<file path="src/rtl/cla_pipe_adder.sv">
// Pipelined carry-lookahead adder/subtractor: each stage retires GROUPS_PER_STAGE
// 4-bit lookahead groups, with the chunk carry registered into the next stage.

module cla_pipe_adder_grp (
  input  logic [3:0] a,
  input  logic [3:0] b,
  input  logic       ci,
  output logic [3:0] s,
  output logic       co
);
  logic [3:0] g, p;
  logic [4:1] c;

  always_comb begin
    g    = a & b;
    p    = a ^ b;
    c[1] = g[0] | (p[0] & ci);
    c[2] = g[1] | (p[1] & g[0]) | (p[1] & p[0] & ci);
    c[3] = g[2] | (p[2] & g[1]) | (p[2] & p[1] & g[0]) | (p[2] & p[1] & p[0] & ci);
    c[4] = g[3] | (p[3] & g[2]) | (p[3] & p[2] & g[1]) | (p[3] & p[2] & p[1] & g[0])
         | (p[3] & p[2] & p[1] & p[0] & ci);
    s    = p ^ {c[3:1], ci};
    co   = c[4];
  end
endmodule

module cla_pipe_adder_chunk #(
  parameter int GROUPS = 2
) (
  input  logic [4*GROUPS-1:0] a,
  input  logic [4*GROUPS-1:0] b,
  input  logic                ci,
  output logic [4*GROUPS-1:0] s,
  output logic                co
);
  logic [GROUPS:0] c;

  assign c[0] = ci;
  assign co   = c[GROUPS];

  for (genvar g = 0; g < GROUPS; g++) begin : g_grp
    cla_pipe_adder_grp u_grp (
      .a (a[4*g +: 4]),
      .b (b[4*g +: 4]),
      .ci(c[g]),
      .s (s[4*g +: 4]),
      .co(c[g+1])
    );
  end
endmodule

module cla_pipe_adder #(
  parameter int WIDTH            = 32,
  parameter int GROUPS_PER_STAGE = 2
) (
  input  logic             clk,
  input  logic             reset,
  input  logic             in_valid,
  output logic             in_ready,
  input  logic [WIDTH-1:0] a,
  input  logic [WIDTH-1:0] b,
  input  logic             carry_in,
  input  logic             sub,
  output logic             out_valid,
  input  logic             out_ready,
  output logic [WIDTH-1:0] sum,
  output logic             carry_out,
  output logic             overflow,
  output logic             busy
);
  localparam int CW     = 4 * GROUPS_PER_STAGE;
  localparam int STAGES = WIDTH / CW;

  logic [WIDTH-1:0]  bx;
  logic              cin0;
  logic [STAGES-1:0] vld_d, vld_q, adv, free, lv;

  assign bx   = sub ? ~b : b;
  assign cin0 = sub | carry_in;

  // free[k]: stage k can take a beat this cycle; resolved from the output back
  // so a full pipeline draining at the tail still shifts every stage.
  always_comb begin
    adv  = '0;
    free = '0;
    lv   = '0;
    free[STAGES-1] = !vld_q[STAGES-1] || out_ready;
    for (int k = STAGES - 1; k >= 1; k--) begin
      adv[k]    = vld_q[k-1] && free[k];
      free[k-1] = !vld_q[k-1] || adv[k];
    end
    adv[0] = in_valid && free[0];
    lv[STAGES-1] = vld_q[STAGES-1] && out_ready;
    for (int k = 0; k < STAGES - 1; k++) lv[k] = adv[k+1];
    vld_d = adv | (vld_q & ~lv);
  end

  always_ff @(posedge clk or negedge reset) begin
    if (!reset) vld_q <= '0;
    else        vld_q <= vld_d;
  end

  assign in_ready  = free[0];
  assign out_valid = vld_q[STAGES-1];
  assign busy      = |vld_q;

  for (genvar k = 0; k < STAGES; k++) begin : g_stg
    logic [CW-1:0]       ca, cb, cs;
    logic                ci, co;
    logic [CW*(k+1)-1:0] sum_nx, sum_d, sum_q;
    logic                cy_d, cy_q;

    if (k == 0) begin : g_in
      assign ca     = a[CW-1:0];
      assign cb     = bx[CW-1:0];
      assign ci     = cin0;
      assign sum_nx = cs;
    end else begin : g_in
      assign ca     = g_stg[k-1].g_rem.a_q[CW-1:0];
      assign cb     = g_stg[k-1].g_rem.b_q[CW-1:0];
      assign ci     = g_stg[k-1].cy_q;
      assign sum_nx = {cs, g_stg[k-1].sum_q};
    end

    cla_pipe_adder_chunk #(.GROUPS(GROUPS_PER_STAGE)) u_chunk (
      .a (ca),
      .b (cb),
      .ci(ci),
      .s (cs),
      .co(co)
    );

    always_comb begin
      sum_d = sum_q;
      cy_d  = cy_q;
      if (adv[k]) begin
        sum_d = sum_nx;
        cy_d  = co;
      end
    end

    always_ff @(posedge clk or negedge reset) begin
      if (!reset) begin
        sum_q <= '0;
        cy_q  <= 1'b0;
      end else begin
        sum_q <= sum_d;
        cy_q  <= cy_d;
      end
    end

    // Operand bits not yet consumed travel with the beat; b is already inverted.
    if (k < STAGES - 1) begin : g_rem
      localparam int RW = WIDTH - CW * (k + 1);
      logic [RW-1:0] a_src, b_src, a_d, a_q, b_d, b_q;

      if (k == 0) begin : g_src
        assign a_src = a[WIDTH-1:CW];
        assign b_src = bx[WIDTH-1:CW];
      end else begin : g_src
        assign a_src = g_stg[k-1].g_rem.a_q[RW+CW-1:CW];
        assign b_src = g_stg[k-1].g_rem.b_q[RW+CW-1:CW];
      end

      always_comb begin
        a_d = a_q;
        b_d = b_q;
        if (adv[k]) begin
          a_d = a_src;
          b_d = b_src;
        end
      end

      always_ff @(posedge clk or negedge reset) begin
        if (!reset) begin
          a_q <= '0;
          b_q <= '0;
        end else begin
          a_q <= a_d;
          b_q <= b_d;
        end
      end
    end

    if (k == STAGES - 1) begin : g_fin
      logic cm_d, cm_q;

      // Carry into the MSB recovered from the MSB half-sum and result bit.
      always_comb begin
        cm_d = cm_q;
        if (adv[k]) cm_d = ca[CW-1] ^ cb[CW-1] ^ cs[CW-1];
      end

      always_ff @(posedge clk or negedge reset) begin
        if (!reset) cm_q <= 1'b0;
        else        cm_q <= cm_d;
      end

      assign sum       = sum_q;
      assign carry_out = cy_q;
      assign overflow  = cm_q ^ cy_q;
    end
  end
endmodule

</file>
<file path="config.mk">
export PLATFORM = sky130hd
export DESIGN_NAME = cla_pipe_adder
export DESIGN_NICKNAME = d
export VERILOG_FILES = /design/src/rtl/cla_pipe_adder.sv
export SDC_FILE = /design/constraint.sdc
export NUM_CORES = 1
export LEC_CHECK = 0
export CAP_MARGIN = 25
export CORE_MARGIN = 2
export CORE_UTILIZATION = 28
export CTS_CLUSTER_SIZE = 12
export DETAILED_ROUTE_END_ITERATION = 10
export PLACE_DENSITY_LB_ADDON = 0.12
export SYNTH_ARGS = -nofsm -noshare
export SYNTH_HDL_FRONTEND = slang
export SYNTH_SLANG_ARGS = --single-unit
</file>
<file path="constraint.sdc">
create_clock -name clk -period 3.8 [get_ports clk]
set_clock_uncertainty 0.15 [all_clocks]
set_input_delay 0.38 -clock clk [delete_from_list [all_inputs] [get_ports clk]]
set_output_delay 0.38 -clock clk [all_outputs]
set_load 0.01 [all_outputs]
</file>
=== After elaboration in Yosys (flattened, before gate mapping) ===
Cells that the tools add are included.

* Mux-type cells: 1
* Bitwise gates (word level): 240
* Reductions and logical operators: 14

{| class="wikitable"
|+ Operators with widths
! cell !! count
|-
| 1-bit AND || 128
|-
| 1-bit bitwise OR || 81
|-
| 4-bit bitwise XOR || 16
|-
| 4-bit AND || 9
|-
| 32-bit two-way mux || 1
|-
| 32-bit NOT || 1
|-
| 1-bit logical AND || 5
|-
| 1-bit zero test || 4
|-
| 1-bit logical OR || 4
|-
| 4-bit NOT || 1
|-
| 4-bit bitwise OR || 1
|-
| 4-bit OR reduction || 1
|-
| 1-bit bitwise XOR || 3
|}

* Flip-flop bits (word level): 185
* Bits of input ports: 70
* Output and inout bits: 37
* Word-level logic and storage cells: 271

=== Logic depth before layout (Yosys ltp) ===
* Word-level depth: 11
* Depth in mapped cells: 11
* Mapped depth without buffers: 9

=== Cells and area by module ===
Synthesis repeated with hierarchy kept, for this count alone.

* Cell total of the unflattened synthesis: 542
* Area total of the unflattened synthesis: 8384.3 µm²

{| class="wikitable"
|+ Modules (own cells, without submodules)
! module !! instances !! cells an instance !! area an instance (µm²) !! seq. area each (µm²)
|-
| cla_pipe_adder || 1 || 438 || 7323.3 || 4629.4
|-
| cla_pipe_adder_grp || 8 || 13 || 132.6 || 0.0
|}

=== Least setup slack after synthesis ===
OpenSTA, ideal clock, no wires.

* Kind: in2reg
* Start: input sub
* End: register g_stg[0].sum_q[5]
* Setup time: 83 ps
* Data arrival time: 2485 ps
* Data required time: 3567 ps
* Path slack: 1083 ps
* Cell stages on the path: 11
* Buffers on the path: 2
* Cell sequence: buf_2 > buf_2 > xor2_1 > ha_1 > o211ai_1 > a21boi_0 > o21a_1 > nor2_1 > fa_1 > xor2_1 > o21ai_0

* Cells in the longest elaborated chain, start to end: 10
* Elaborated cells between the ends (all ways): 20
* Classes of those cells: mux (1); bitwise (19)

{| class="wikitable"
|+ Ends and longest elaborated chain
! what !! line !! source
|-
| start, declared || 63 || <nowiki>input logic sub,</nowiki>
|-
| 32-bit two-way mux || 78 || <nowiki>assign bx = sub ? ~b : b;</nowiki>
|-
| 4-bit bitwise XOR or 4-bit AND (tied branches) || 16, 15 ||
|-
| 1-bit AND (on tied branches) || 20, 21 ||
|-
| 1-bit bitwise OR (tied with other cells) (2 in series) || 20 || <nowiki>c[4] = g[3] | (p[3] & g[2]) | (p[3] & p[2] & g[1]) | (p[3] & p[2] & p[1] & g[0])</nowiki>
|-
| 1-bit bitwise OR or 1-bit AND (tied branches) || 20, 21 ||
|-
| 1-bit bitwise OR || 21 || <nowiki>| (p[3] & p[2] & p[1] & p[0] & ci);</nowiki>
|-
| 1-bit AND || 17 || <nowiki>c[1] = g[0] | (p[0] & ci);</nowiki>
|-
| 1-bit bitwise OR || 17 ||
|-
| 4-bit bitwise XOR * || 22 || <nowiki>s = p ^ {c[3:1], ci};</nowiki>
|-
| end signal, assigned || 147 || <nowiki>sum_q <= sum_d;</nowiki>
|-
| end, declared || 110 || <nowiki>logic [CW*(k+1)-1:0] sum_nx, sum_d, sum_q;</nowiki>
|}

Mark *: on every way between the ends. The rest lies on a longest branch, timed or not.
A chain may end at the register's enable or synchronous reset.

=== Worst setup path after layout ===
* Start: register vld_q[2]
* End: output busy

* Cells in the longest elaborated chain, start to end: 1

{| class="wikitable"
|+ Ends and longest elaborated chain
! what !! line !! source
|-
| start, declared || 76 || <nowiki>logic [STAGES-1:0] vld_d, vld_q, adv, free, lv;</nowiki>
|-
| start signal, assigned || 100 || <nowiki>else vld_q <= vld_d;</nowiki>
|-
| 4-bit OR reduction || 105 || <nowiki>assign busy = |vld_q;</nowiki>
|-
| end, declared || 69 || <nowiki>output logic busy</nowiki>
|}

Every way passes these cells.

==> key figures <==
Synth
  – Top-count cell post-synth: dfrtp_1
  – Ys async rst share: 1.00
  – Synth area leaders: dfrtp_1 (54%), mux2_2 (13%), nand2_1 (5.6%)
  – Yosys warns: 0
  – Syn avg cell area: 12.1 µm²
  – Largest family of logic cells by synthesized area: multiplexers
  – Post-synth top cells: dfrtp_1 (185), nand2_1 (127), mux2_2 (102), o21ai_0 (45), xnor2_1 (33)
  – Compound-Gate Fraction of Synth Area: 0.0832
  – Share of the yosys chip area belonging to registers: 0.543
  – Yosys cell types: 56
  – XOR/XNOR share of the synthesized area: 0.0452
  – EDFF count, synth: 0
  – Simple-gate share of the synthesized area: 0.0991
  – Synthesized cell area: 0.00852 mm²
  – Top-area cell type share of the netlist area: 0.543
  – Mapped Nets: 816
  – Ys flop type: dfrtp_1
  – #FFs+latches synth: 185
  – Post-Synth Adder-Cell Area: 0.0658
  – Dominant cell type by area after synthesis: dfrtp_1
  – Syn Inst Count: 706
  – Post-synthesis mux area share: 0.136

Power
  – P_leak: 4.64 nW
  – Peak supply drop: 0.000297 V
  – Power Density: 681 mW/mm²

Critical path
  – Worst Path Required: 3270 ps
  – WS Path Type: reg2out
  – CP startpoint kind: register
  – Critical Path AT: 2060 ps
  – Worst-path maximum fanout: 10
  – Critical path capture point type: output pin

Place
  – Placed wire-length estimate: 13.5 mm
  – Final Wtd Congestion: 0.742
  – Port Buffers: 106

Floorplanning
  – Die width: 178 µm
  – Top-level I/O count: 107
  – Core footprint: 0.0298 mm²
  – Die span in y: 178 µm
  – Die ar.: 0.0318 mm²
  – Cell Rows: 63
  – Initial core utilization: 0.286

Routing
  – WL/cell: 15.4 µm
  – Pre-antenna DRT Iters: 4
  – Initial DRC count: 249
  – Routed Antenna Nets: 0
  – DRC Markers: 0
  – Routed Wire Length: 18.7 mm
  – Vias per cell: 4.54
  – Vias: 5,522

Clocking
  – Clk sinks: 185
  – H-Tree Level Count: 4
  – Reg clk slew, reported paths: 70 ps
  – Clock Path Buffers: 2
  – Clock Tree Root: clkbuf_16
  – CTS Hold Bufs: 1
  – CTS Buf Count: 17
  – Setup Fix Bufs, Post-CTS: 0
  – CTS tree: built
  – Worst-Skew Late Latency: 430 ps
  – CTS resizes: 0

Timing
  – RSZ-0062 raised after global routing: no
  – Post-route minimum period: 2590 ps
  – Top achievable clock speed: 386 MHz
  – Final setup vio count: 0
  – Hold slack: 325 ps
  – Least-Margin Pin Slew: 963 ps
  – Slew Limit Fails: 0
  – Final critical-path share of the clock period: 0.682
  – Endpoints failing hold: 0
  – Setup TNS: 0 ps
  – Slew margin rel.: 0.357

GRT
  – GRT Total Usage: 0.127
  – First-pass GRT wire length: 31.3 mm
  – Antenna violations before repair: 1
  – Vias in the first global route: 5,938
  – Largest net degree at the start of global routing: 98
  – Grt total ovfl: 0

Final layout
  – Final layout net count: 921
  – Layout cells sized above 1: 0.189
  – Syn-to-layout area delta: 24.3%

Min path
  – Kind of path behind the tightest hold check: reg2reg

Status
  – Outcome: completed

Run
  – Maxcap violations: 0
-- registers in the layout (all words and copies together), names as in the netlist --
| name | cells |
|---|---|
| g_stg.g_rem.a_q | 48 |
| sum | 32 |
| g_stg.cy_q | 3 |
| g_stg.g_rem.b_q | 48 |
| g_stg.sum_q | 48 |
| carry_out | 1 |
| vld_q | 4 |
| g_stg.g_fin.cm_q | 1 |
-- metrics by stage --
step	power (mW)	worst slack, ps	instances	util	instance area (µm²)
floorplan	4.54	1080	706	-	8520
global placement	5.45	926	1181	0.335	9990
detailed placement	5.51	858	1181	0.335	9990
CTS	7.35	1160	1214	0.355	10600
global route	7.76	1080	1214	0.355	10600
finish	7.21	1210	1216	0.355	10600
-- metal layers --
| layer | GRT usage | up-vias | routed length (µm) |
|---|---|---|---|
| met3 | 0.0324 | 12 | 819 |
| li1 | - | 2680 | - |
| met1 | 0.173 | 2730 | 9020 |
| met2 | 0.198 | 100 | 8750 |
| met5 | 0 | - | 0 |
| met4 | 0.0379 | 0 | 153 |
-- layout by cell type (no fill, tap or decap), types with 3 or more instances in the layout --
cell and count:
a21oi_1 11, a21boi_0 3, buf_4 9, nand4_1 3, inv_6 5, o31ai_1 9
xnor2_1 33, inv_1 8, nand4b_1 4, nor2_1 15, nand3_1 6, nor2b_1 3
clkbuf_16 17, mux2_2 102, dfrtp_1 185, a31oi_1 3, a21o_1 6, nand2b_1 5
xor2_1 11, nand2_1 125, o21bai_1 4, o21ai_0 45, and3_1 3, fa_1 8
nor3_1 6, clkdlybuf4s50_1 104, a211oi_1 9, o211ai_1 4, ha_1 32
-- report_power, final --
| group | internal (mW) | switching, mW |
|---|---|---|
| clock | 0.989 | 0.807 |
| sequential | 2.65 | 0.422 |
| combinational | 1.31 | 1.04 |
-- kinds of logic (layout without fill, tap and decap cells) --
family                     count (synthesis)  after routing
adders and majority gates                 40             40
buffers and inverters                     40            158
AOI/OAI and AO/OA                        109            109
other                                      0              2
muxes                                    103            103
xor gates and xnor gates                  44             44
and+or+nand+nor                          185            185
DFF                                      185            185
-- critical path, stage by stage (launching register included) --
cell	delay, ps
dfrtp_1	540
or4_1	570
clkdlybuf4s50_1	530
-- path summary, 6_finish.rpt --
kind | startpoint | end | slack (ps) | cells after the start
min in group asynchronous | reset | sum[2] | 450 | 2
min | g_stg[0].g_rem.b_q[14] | g_stg[0].g_rem.b_q[14] | 330 | 2
min reg2reg | g_stg[0].g_rem.b_q[14] | g_stg[0].g_rem.b_q[14] | 330 | 2
max in group asynchronous | reset | g_stg[2].g_rem.a_q[2] | 2110 | 3
max | vld_q[2] | busy | 1210 | 2
max reg2reg | g_stg[0].g_rem.a_q[0] | g_stg[1].sum_q[12] | 1300 | 6
-- final cells by class --
cell class / count / area (µm²)
tap: 390 / 488
antenna: 2 / 5.00
sequential: 185 / 4630
multi-input combinational: 481 / 3670
inverter: 8 / 30.0
timing repair buffer: 118 / 1180
fill: 2971 / 19200
clock inverter: 14 / 160
clock buffer: 18 / 429
(Power assumes the default switching activity.)
